## src/rtl/aw_gate_pkg.sv

```systemverilog
`default_nettype none
// ============================================================================
// Package     : aw_gate_pkg
// Description : Shared widths, AW transaction-type codes and the admission
//               gate state encoding for the write-address path.
// Revision    : 1.0 - initial release
// ============================================================================
package aw_gate_pkg;

   localparam int unsigned PID_WIDTH     = 4;
   localparam int unsigned PAWUSER_WIDTH = 2;

   // AW transaction types carried on awuser
   localparam logic [PAWUSER_WIDTH-1:0] REGULAR = 2'b00;
   localparam logic [PAWUSER_WIDTH-1:0] BLOCK   = 2'b01;
   localparam logic [PAWUSER_WIDTH-1:0] DIVERT  = 2'b10;

   typedef enum logic [1:0] {
      OPEN     = 2'd0,
      BLK_WAIT = 2'd1,
      DIV_WAIT = 2'd2,
      DIV_ACK  = 2'd3
   } gate_state_t;

endpackage : aw_gate_pkg
`default_nettype wire

```

## src/rtl/aw_gate_rise.sv

```systemverilog
`default_nettype none
// ============================================================================
// Module      : rise
// Description : Free-running rising-edge detector. Produces a one-cycle
//               combinational pulse in the cycle where sig_in is high and
//               was low on the previous clock edge.
// Ports       : clk    - clock
//               rst_n  - asynchronous active-low reset
//               sig_in - level input to watch
//               pulse  - high while sig_in is 1 and its last sample was 0
// Revision    : 1.0 - initial release
// ============================================================================
module rise (
   input  logic clk,
   input  logic rst_n,
   input  logic sig_in,
   output logic pulse
);

   logic prev_q;
   logic prev_d;

   always_comb begin
      prev_d = sig_in;
   end

   always_ff @(posedge clk or negedge rst_n) begin
      if (!rst_n) begin
         prev_q <= 1'b0;
      end else begin
         prev_q <= prev_d;
      end
   end

   assign pulse = sig_in & ~prev_q;

endmodule : rise
`default_nettype wire

```

## src/rtl/aw_gate.sv

```systemverilog
`default_nettype none
// ============================================================================
// Module      : aw_gate
// Description : Write-address admission stage in front of process_mem.
//               Holds one master AW request and releases it downstream only
//               when the tracker has room and no BLOCK/DIVERT ordering
//               hazard is outstanding.
// Ports       : clk, rst_n             - clock, async active-low reset
//               s_awid/s_awuser/s_awvalid/s_awready - master AW channel
//               m_awid/m_awuser/m_awvalid/m_awready - downstream AW channel
//               trk_full, trk_empty    - tracker occupancy
//               block_fin              - BLOCK transaction completed
//               spec_release           - DIVERT transaction released
//               release_ready          - one-cycle ack of spec_release
//               gate_busy              - gate is in a wait/ack state
//               err_timeout            - sticky wait-state timeout flag
// Revision    : 1.0 - initial release
// ============================================================================
module aw_gate
   import aw_gate_pkg::*;
#(
   parameter int unsigned TIMEOUT_CYCLES = 1024,
   parameter int unsigned CNT_W          = $clog2(TIMEOUT_CYCLES + 1)
) (
   input  logic                     clk,
   input  logic                     rst_n,
   input  logic [PID_WIDTH-1:0]     s_awid,
   input  logic [PAWUSER_WIDTH-1:0] s_awuser,
   input  logic                     s_awvalid,
   output logic                     s_awready,
   output logic [PID_WIDTH-1:0]     m_awid,
   output logic [PAWUSER_WIDTH-1:0] m_awuser,
   output logic                     m_awvalid,
   input  logic                     m_awready,
   input  logic                     trk_full,
   input  logic                     trk_empty,
   input  logic                     block_fin,
   input  logic                     spec_release,
   output logic                     release_ready,
   output logic                     gate_busy,
   output logic                     err_timeout
);

   localparam logic [CNT_W-1:0] C_CNT_LAST = CNT_W'(TIMEOUT_CYCLES - 1);
   localparam logic [CNT_W-1:0] C_CNT_MAX  = CNT_W'(TIMEOUT_CYCLES);

   gate_state_t                state_q,     state_d;
   logic                       live_q,      live_d;
   logic                       hold_v_q,    hold_v_d;
   logic [PID_WIDTH-1:0]       hold_id_q,   hold_id_d;
   logic [PAWUSER_WIDTH-1:0]   hold_type_q, hold_type_d;
   logic                       m_awvalid_q, m_awvalid_d;
   logic [CNT_W-1:0]           stall_cnt_q, stall_cnt_d;
   logic                       err_q,       err_d;
   logic                       blk_pend_q,  blk_pend_d;
   logic                       div_pend_q,  div_pend_d;

   logic                       fin_rise;
   logic                       rel_rise;
   logic                       s_hs;
   logic                       m_hs;
   logic                       issue_ok;

   rise u_fin_rise (
      .clk    (clk),
      .rst_n  (rst_n),
      .sig_in (block_fin),
      .pulse  (fin_rise)
   );

   rise u_rel_rise (
      .clk    (clk),
      .rst_n  (rst_n),
      .sig_in (spec_release),
      .pulse  (rel_rise)
   );

   // live_q keeps s_awready low until the first edge after reset release
   assign s_awready     = live_q & ~hold_v_q;
   assign m_awvalid     = m_awvalid_q;
   assign m_awid        = hold_id_q;
   assign m_awuser      = hold_type_q;
   assign release_ready = (state_q == DIV_ACK);
   assign gate_busy     = (state_q != OPEN);
   assign err_timeout   = err_q;

   assign s_hs = s_awvalid & s_awready;
   assign m_hs = m_awvalid_q & m_awready;

   // A DIVERT may only enter an empty tracker; everything else needs room
   always_comb begin
      issue_ok = 1'b0;
      if (state_q == OPEN) begin
         if (hold_type_q == DIVERT) begin
            issue_ok = trk_empty;
         end else begin
            issue_ok = ~trk_full;
         end
      end
   end

   always_comb begin
      live_d      = 1'b1;
      hold_v_d    = hold_v_q;
      hold_id_d   = hold_id_q;
      hold_type_d = hold_type_q;
      m_awvalid_d = m_awvalid_q;
      state_d     = state_q;
      stall_cnt_d = stall_cnt_q;
      err_d       = err_q;
      blk_pend_d  = blk_pend_q;
      div_pend_d  = div_pend_q;

      // s accept needs an empty entry, m issue needs a full one, so the two
      // never coincide
      if (s_hs) begin
         hold_v_d    = 1'b1;
         hold_id_d   = s_awid;
         hold_type_d = s_awuser;
      end
      if (m_hs) begin
         hold_v_d = 1'b0;
      end

      // Once raised, valid is held until accepted regardless of issue_ok.
      // After acceptance hold_v_q is already clear on the next cycle, which
      // guarantees the low gap process_mem needs for its edge detector.
      if (m_awvalid_q) begin
         m_awvalid_d = ~m_awready;
      end else begin
         m_awvalid_d = hold_v_q & issue_ok;
      end

      case (state_q)
         OPEN: begin
            if (m_hs && (hold_type_q == BLOCK)) begin
               state_d     = BLK_WAIT;
               stall_cnt_d = '0;
               // remember a completion edge that lands on the entry cycle
               blk_pend_d  = fin_rise;
            end else if (m_hs && (hold_type_q == DIVERT)) begin
               state_d     = DIV_WAIT;
               stall_cnt_d = '0;
               div_pend_d  = rel_rise;
            end
         end
         BLK_WAIT: begin
            if (fin_rise || blk_pend_q) begin
               state_d    = OPEN;
               blk_pend_d = 1'b0;
            end else if (stall_cnt_q == C_CNT_LAST) begin
               state_d    = OPEN;
               err_d      = 1'b1;
               blk_pend_d = 1'b0;
            end else if (stall_cnt_q != C_CNT_MAX) begin
               stall_cnt_d = stall_cnt_q + CNT_W'(1);
            end
         end
         DIV_WAIT: begin
            if (rel_rise || div_pend_q) begin
               state_d    = DIV_ACK;
               div_pend_d = 1'b0;
            end else if (stall_cnt_q == C_CNT_LAST) begin
               state_d    = OPEN;
               err_d      = 1'b1;
               div_pend_d = 1'b0;
            end else if (stall_cnt_q != C_CNT_MAX) begin
               stall_cnt_d = stall_cnt_q + CNT_W'(1);
            end
         end
         DIV_ACK: begin
            state_d = OPEN;
         end
         default: begin
            state_d = OPEN;
         end
      endcase
   end

   always_ff @(posedge clk or negedge rst_n) begin
      if (!rst_n) begin
         state_q     <= OPEN;
         live_q      <= 1'b0;
         hold_v_q    <= 1'b0;
         hold_id_q   <= '0;
         hold_type_q <= '0;
         m_awvalid_q <= 1'b0;
         stall_cnt_q <= '0;
         err_q       <= 1'b0;
         blk_pend_q  <= 1'b0;
         div_pend_q  <= 1'b0;
      end else begin
         state_q     <= state_d;
         live_q      <= live_d;
         hold_v_q    <= hold_v_d;
         hold_id_q   <= hold_id_d;
         hold_type_q <= hold_type_d;
         m_awvalid_q <= m_awvalid_d;
         stall_cnt_q <= stall_cnt_d;
         err_q       <= err_d;
         blk_pend_q  <= blk_pend_d;
         div_pend_q  <= div_pend_d;
      end
   end

endmodule : aw_gate
`default_nettype wire

```

## config.mk

```make
export PLATFORM = sky130hd
export DESIGN_NAME = aw_gate
export DESIGN_NICKNAME = d
export VERILOG_FILES = /design/src/rtl/aw_gate_pkg.sv /design/src/rtl/aw_gate_rise.sv /design/src/rtl/aw_gate.sv
export SDC_FILE = /design/constraint.sdc
export NUM_CORES = 1
export LEC_CHECK = 0
export CORE_UTILIZATION = 30
export DETAILED_ROUTE_END_ITERATION = 10
export PLACE_DENSITY = 0.59
export SYNTH_ARGS = -nofsm -noshare
export SYNTH_HDL_FRONTEND = slang
export SYNTH_SLANG_ARGS = --single-unit
export TNS_END_PERCENT = 30
```

## constraint.sdc

```tcl
create_clock -name clk -period 1.9 [get_ports clk]
set_input_delay 0.285 -clock clk [delete_from_list [all_inputs] [get_ports clk]]
set_output_delay 0.285 -clock clk [all_outputs]
set_load 0.01 [all_outputs]
```

-- Yosys cells after proc, flatten, opt, wreduce, memory -nomap -nowiden
Cells that the tools add are included.
- register bits after elaboration: 27
- word-level logic and storage cells: 84
- multiplexer cells: 30
- reductions and logical operators: 15
- equal/unequal tests: 15
- add/subtract/negate cells: 1
- bitwise logic cells: 11
- operator list (cell ; count):
    11-bit two-way mux ; 6
    11-bit case mux with 3 select lines ; 1
    1-bit two-way mux ; 14
    11-bit by 1-bit adder with 11-bit output, second input constant ; 1
    11-bit by 10-bit == test with 1-bit output, second input constant ; 1
    11-bit != test, second input constant ; 1
    2-bit two-way mux ; 5
    2-bit nonzero test ; 5
    2-bit case mux with 4 select lines ; 1
    4-bit AND reduction ; 2
    1-bit AND ; 6
    2-bit == test, second input constant ; 3
    2-bit != test, second input constant ; 3
    3-bit != test, second input constant ; 2
    1-bit case mux with 2 select lines ; 3
    3-bit AND reduction ; 2
    1-bit NOT ; 5
    2-bit by 1-bit == test with 1-bit output, second input constant ; 2
    2-bit by 1-bit != test with 1-bit output, second input constant ; 2
    3-bit by 1-bit != test with 1-bit output, second input constant ; 1
    3-bit nonzero test ; 1
    1-bit logical AND ; 2
    2-bit zero test ; 1
    1-bit logical OR ; 2

-- Logic depth before layout (Yosys ltp)
- word-level depth: 5
- mapped depth: 8
- depth with buffers taken out: 7

-- Hierarchy
Synthesis repeated with hierarchy kept, for this count alone.
- cell total of the unflattened synthesis: 161
- area, all modules: 1555.2 um^2
- modules (own cells, without submodules) (module ; area each (um^2) ; times used ; sequential area each (um^2) ; cells each):
    aw_gate ; 1477.7 ; 1 ; 625.6 ; 157
    rise ; 38.8 ; 2 ; 25.0 ; 2

-- Least setup slack after synthesis
No wires, ideal clock.
- kind: flip-flop to flip-flop
- start: register state_q[0]
- end: register stall_cnt_q[0]
- library setup time: 0.125 ns
- stages on the path, launching flop included: 8
- required time: 1.775 ns
- arrival: 1.840 ns
- period minus slack after synthesis: 1.964 ns
- buffers on the path: 1
- path slack: -0.064 ns
- path through: dfrtp_1 > ha_1 > or2_2 > o22ai_1 > nand3_1 > clkbuf_1 > a21o_1 > mux2_2
- cells in the longest elaborated chain, start to end: 3
- ends and longest elaborated chain (what ; RTL line ; text):
    start: declaration ; aw_gate.sv:47 ; gate_state_t state_q, state_d;
    start signal: assignment ; aw_gate.sv:193 ; state_q <= state_d;
    2-bit == test (tied with other cells) ; aw_gate.sv:134 ; case (state_q)
    2-bit != test (no source line) (tied with other cells) ; -- ;
    4-bit AND reduction (no source line) ; -- ;
    end signal: assignment ; aw_gate.sv:199 ; stall_cnt_q <= stall_cnt_d;
    end: declaration ; aw_gate.sv:53 ; logic [CNT_W-1:0] stall_cnt_q, stall_cnt_d;
Parallel ways exist; a longest one is shown, timed or not.
A chain may end at the register's enable or synchronous reset.

-- Final worst setup path
- start: register state_q[1]
- end: register stall_cnt_q[4]
The elaborated chain is that of the path after synthesis.

==> results.cfg <==
[outcome]
status = complete, no violations

[global_routing]
antenna_found_initial = 0
grt.busiest_layer = met2
grt_remaining_overflow = 0
grtUsageMet2_pct = 26.0
grt_pass1_wl_um = 6100
grt_util_all_layers_pct = 14.4
grt_max_degree = 28
met3_usage_pct = 2.19
met1_usage_pct = 17.8
grt_pass1_vias = 1452

[clock_tree]
cts_tree = built
cts.root.buffer_cell = clkbuf_8
cts.hold.buffers_added = 0
clk_pin_slew_worst_paths_ns = 0.10
cts_buffers = 3
insertion_delay_ns = 0.27
h-tree-depth = 1
cts_max_path_buffers = 2
cts_sinks = 27

[drt]
drt_wl_total_um = 3580
postRouteAntennaNets = 0
dr.pass1.iters = 4
drcViolationCount = 0
wl_per_cell_um = 13.2
initialDrtViolationCount = 64
vias = 1363
via_per_inst = 5.01

[sta]
finalClockSkew_ns = 0.00740
drv_slew = 0
slew_headroom_pct = 63.3
worst_slack_ns = 0.00385
hold_viol = 0
max_freq_mhz = 527
min_period_ns = 1.90
worstMarginPinSlew_ns = 0.541
setup_violations = 0
rsz0062_at_grt = yes
period_share_pct = 99.8

[floorplan]
fp.dieArea_mm2 = 0.00542
core-area_mm2 = 0.00482
start_util_pct = 31.9
rows = 25
die-width_um = 73.6
die_h_um = 73.6
pin_count = 25

[synth]
yosysTopAreaCell = dfrtp_1
ys_seq_area_share_pct = 43.9
syn-num-nets = 173
ys_types = 44
synthTopCellsByArea = dfrtp_1 (44%), mux2_2 (5.9%), ha_1 (5.7%), nand2_1 (4.9%), nand3_1 (4.2%)
ys.warnings.count = 0
synthCells = 152
synth_edf_count = 0
ys.flop_type = dfrtp_1
async_reset_ff_share_pct = 100
syn_area_per_cell_um2 = 10.1
synth_area_mm2 = 0.00154
synth_top_area_share_pct = 43.9
ys_ff_latch = 27

[setup_path]
crit_chain = ha_4, or2_4, o22ai_4, nand3_2, buf_6, or4_4, nand3_1
cp.required_ns = 2.11
cpPeakStageDelay_ns = 0.51
start_kind = register
r2r_cells = 7
r2r_end = stall_cnt_q[4]
end_kind = register
crit_start = state_q[1]
crit_path_top_delay_cell = or4_4
cp.arrival_ns = 2.10
rrSetupSlack_ns = 0.004
path_class = reg -> reg
cp_max_fo = 10
crit_end = stall_cnt_q[4]
rr_startpoint = state_q[1]

[job]
cap_viol_max_count = 0

[pwr]
ir_drop_mv = 0.682
power_density_mw_per_mm2 = 1410
power.leakage_nw = 0.918

[placed_design]
dpl.hpwl_um = 2690
portBuffers = 24
place_area_mm2 = 0.00204
gp_congestion = 0.798
preCtsSetupSlack_ns = -0.150

[finish]
design_area_mm2 = 0.00220
drive_above_1_share_pct = 33.2
diodes = 0
nNetsFinal = 227
area_growth_pct = 43.3

[worst_hold_path]
holdCritPathClass = in -> async
## power breakdown
part           internal (mW)  switching, mW
sequential             0.775          0.208
combinational          0.977          0.815
clock                  0.149          0.187
## worst min-delay path by stage
stage / to / cells past startpoint / slack [ns] / start
after global placement: err_timeout / 1 / 0.46 / err_timeout
after floorplan: blk_pend_q / 0 / -0.01 / rst_n
after detailed placement: div_pend_q / 1 / 0.49 / div_pend_q
final: stall_cnt_q[10] / 2 / 0.39 / rst_n
after global routing: stall_cnt_q[5] / 2 / 0.41 / rst_n
after CTS: stall_cnt_q[5] / 2 / 0.40 / rst_n
## cells in the final DEF (no fill, tap or decap), drive strengths merged, types with 2 or more instances in the layout
| cell type | instances |
|---|---|
| a31oi | 2 |
| dfrtp | 27 |
| inv | 6 |
| o21ai | 5 |
| or4b | 4 |
| a21oi | 6 |
| ha | 7 |
| buf | 29 |
| a22o | 2 |
| nor2 | 6 |
| mux2i | 2 |
| clkbuf | 3 |
| mux2 | 8 |
| nor2b | 5 |
| nand4b | 4 |
| o211ai | 2 |
| nand3 | 14 |
| nand2 | 20 |
| clkdlybuf4s50 | 23 |
| nand4 | 5 |
| nand2b | 2 |
## what timing repair did
| item | 4_1_cts | 5_1_grt |
|---|---|---|
| buffers inserted | 0 | 3 |
| endpoints found under the setup margin | 6 | 9 |
| pin swaps | 5 | 7 |
| gates resized for setup | 4 | 23 |
## flip-flops by register name (all words and copies together), names as in the netlist
name and flops:
err_timeout 1, m_awid 4, state_q 2, live_q 1
div_pend_q 1, u_rel_rise.prev_q 1, blk_pend_q 1, m_awvalid 1
u_fin_rise.prev_q 1, stall_cnt_q 11, m_awuser 2, hold_v_q 1
## critical path, delay by kind of cell, from the launching register on
| kind | cells | cell delay, ns |
|---|---|---|
| buffers and inverters | 1 | 0.15 |
| and+or+nand+nor | 4 | 0.93 |
| DFF | 1 | 0.46 |
| adders and majority gates | 1 | 0.18 |
| AOI/OAI and AO/OA | 1 | 0.11 |
## layout make-up
| type | instances | area, µm² |
|---|---|---|
| fillers | 469 | 2610 |
| multi-input cells | 115 | 907 |
| flip-flops and latches | 27 | 682 |
| repair buffers | 53 | 460 |
| well taps | 67 | 83.8 |
| clock buffers | 3 | 41.3 |
| inverters | 6 | 22.5 |
| clock inverters | 1 | 7.51 |
## synthesized netlist by cell type (2+ instances only)
| master | count |
|---|---|
| nor2_1 | 6 |
| nand2_1 | 20 |
| ha_1 | 7 |
| nor2b_1 | 5 |
| clkbuf_1 | 3 |
| nand4b_1 | 4 |
| o21ai_0 | 4 |
| mux2i_1 | 2 |
| mux2_2 | 8 |
| or4b_1 | 4 |
| a21oi_1 | 6 |
| nand2b_1 | 2 |
| inv_1 | 6 |
| a22o_1 | 2 |
| nand4_1 | 4 |
| dfrtp_1 | 27 |
| a31oi_1 | 2 |
| o211ai_1 | 2 |
| nand3_1 | 13 |
## stage by stage
step | utilization (%) | setup TNS, ns | instances | power (mW) | hold WS [ns]
3_3_place_gp | 42.3 | -0.380 | 265 | 2.50 | 0.457
5_1_grt | 45.8 | -0.0832 | 272 | 3.34 | 0.414
3_5_place_dp | 42.3 | -0.594 | 265 | 2.56 | 0.486
4_1_cts | 43.6 | -0.0441 | 269 | 2.93 | 0.400
2_1_floorplan | - | 0 | 152 | 1.86 | -0.0106
6_report | 45.8 | 0 | 272 | 3.11 | 0.390
## per-layer routing
layer	part of all wire [%]	up-vias	wire length, µm
met5	0	-	0
met4	0.50	0	18
met1	43	669	1520
met2	54	30	1920
li1	-	662	-
met3	3.3	2	118
## logic make-up after synthesis
kind of cell / synth area share, %
compound gates: 12.6
fa+ha+maj: 5.69
mux: 7.15
flops: 43.9
other cells: 0.244
xor+xnor: 0.569
buf+inv: 2.93
simple gates: 26.9
No activity file was read; power rests on OpenSTA's default activity.
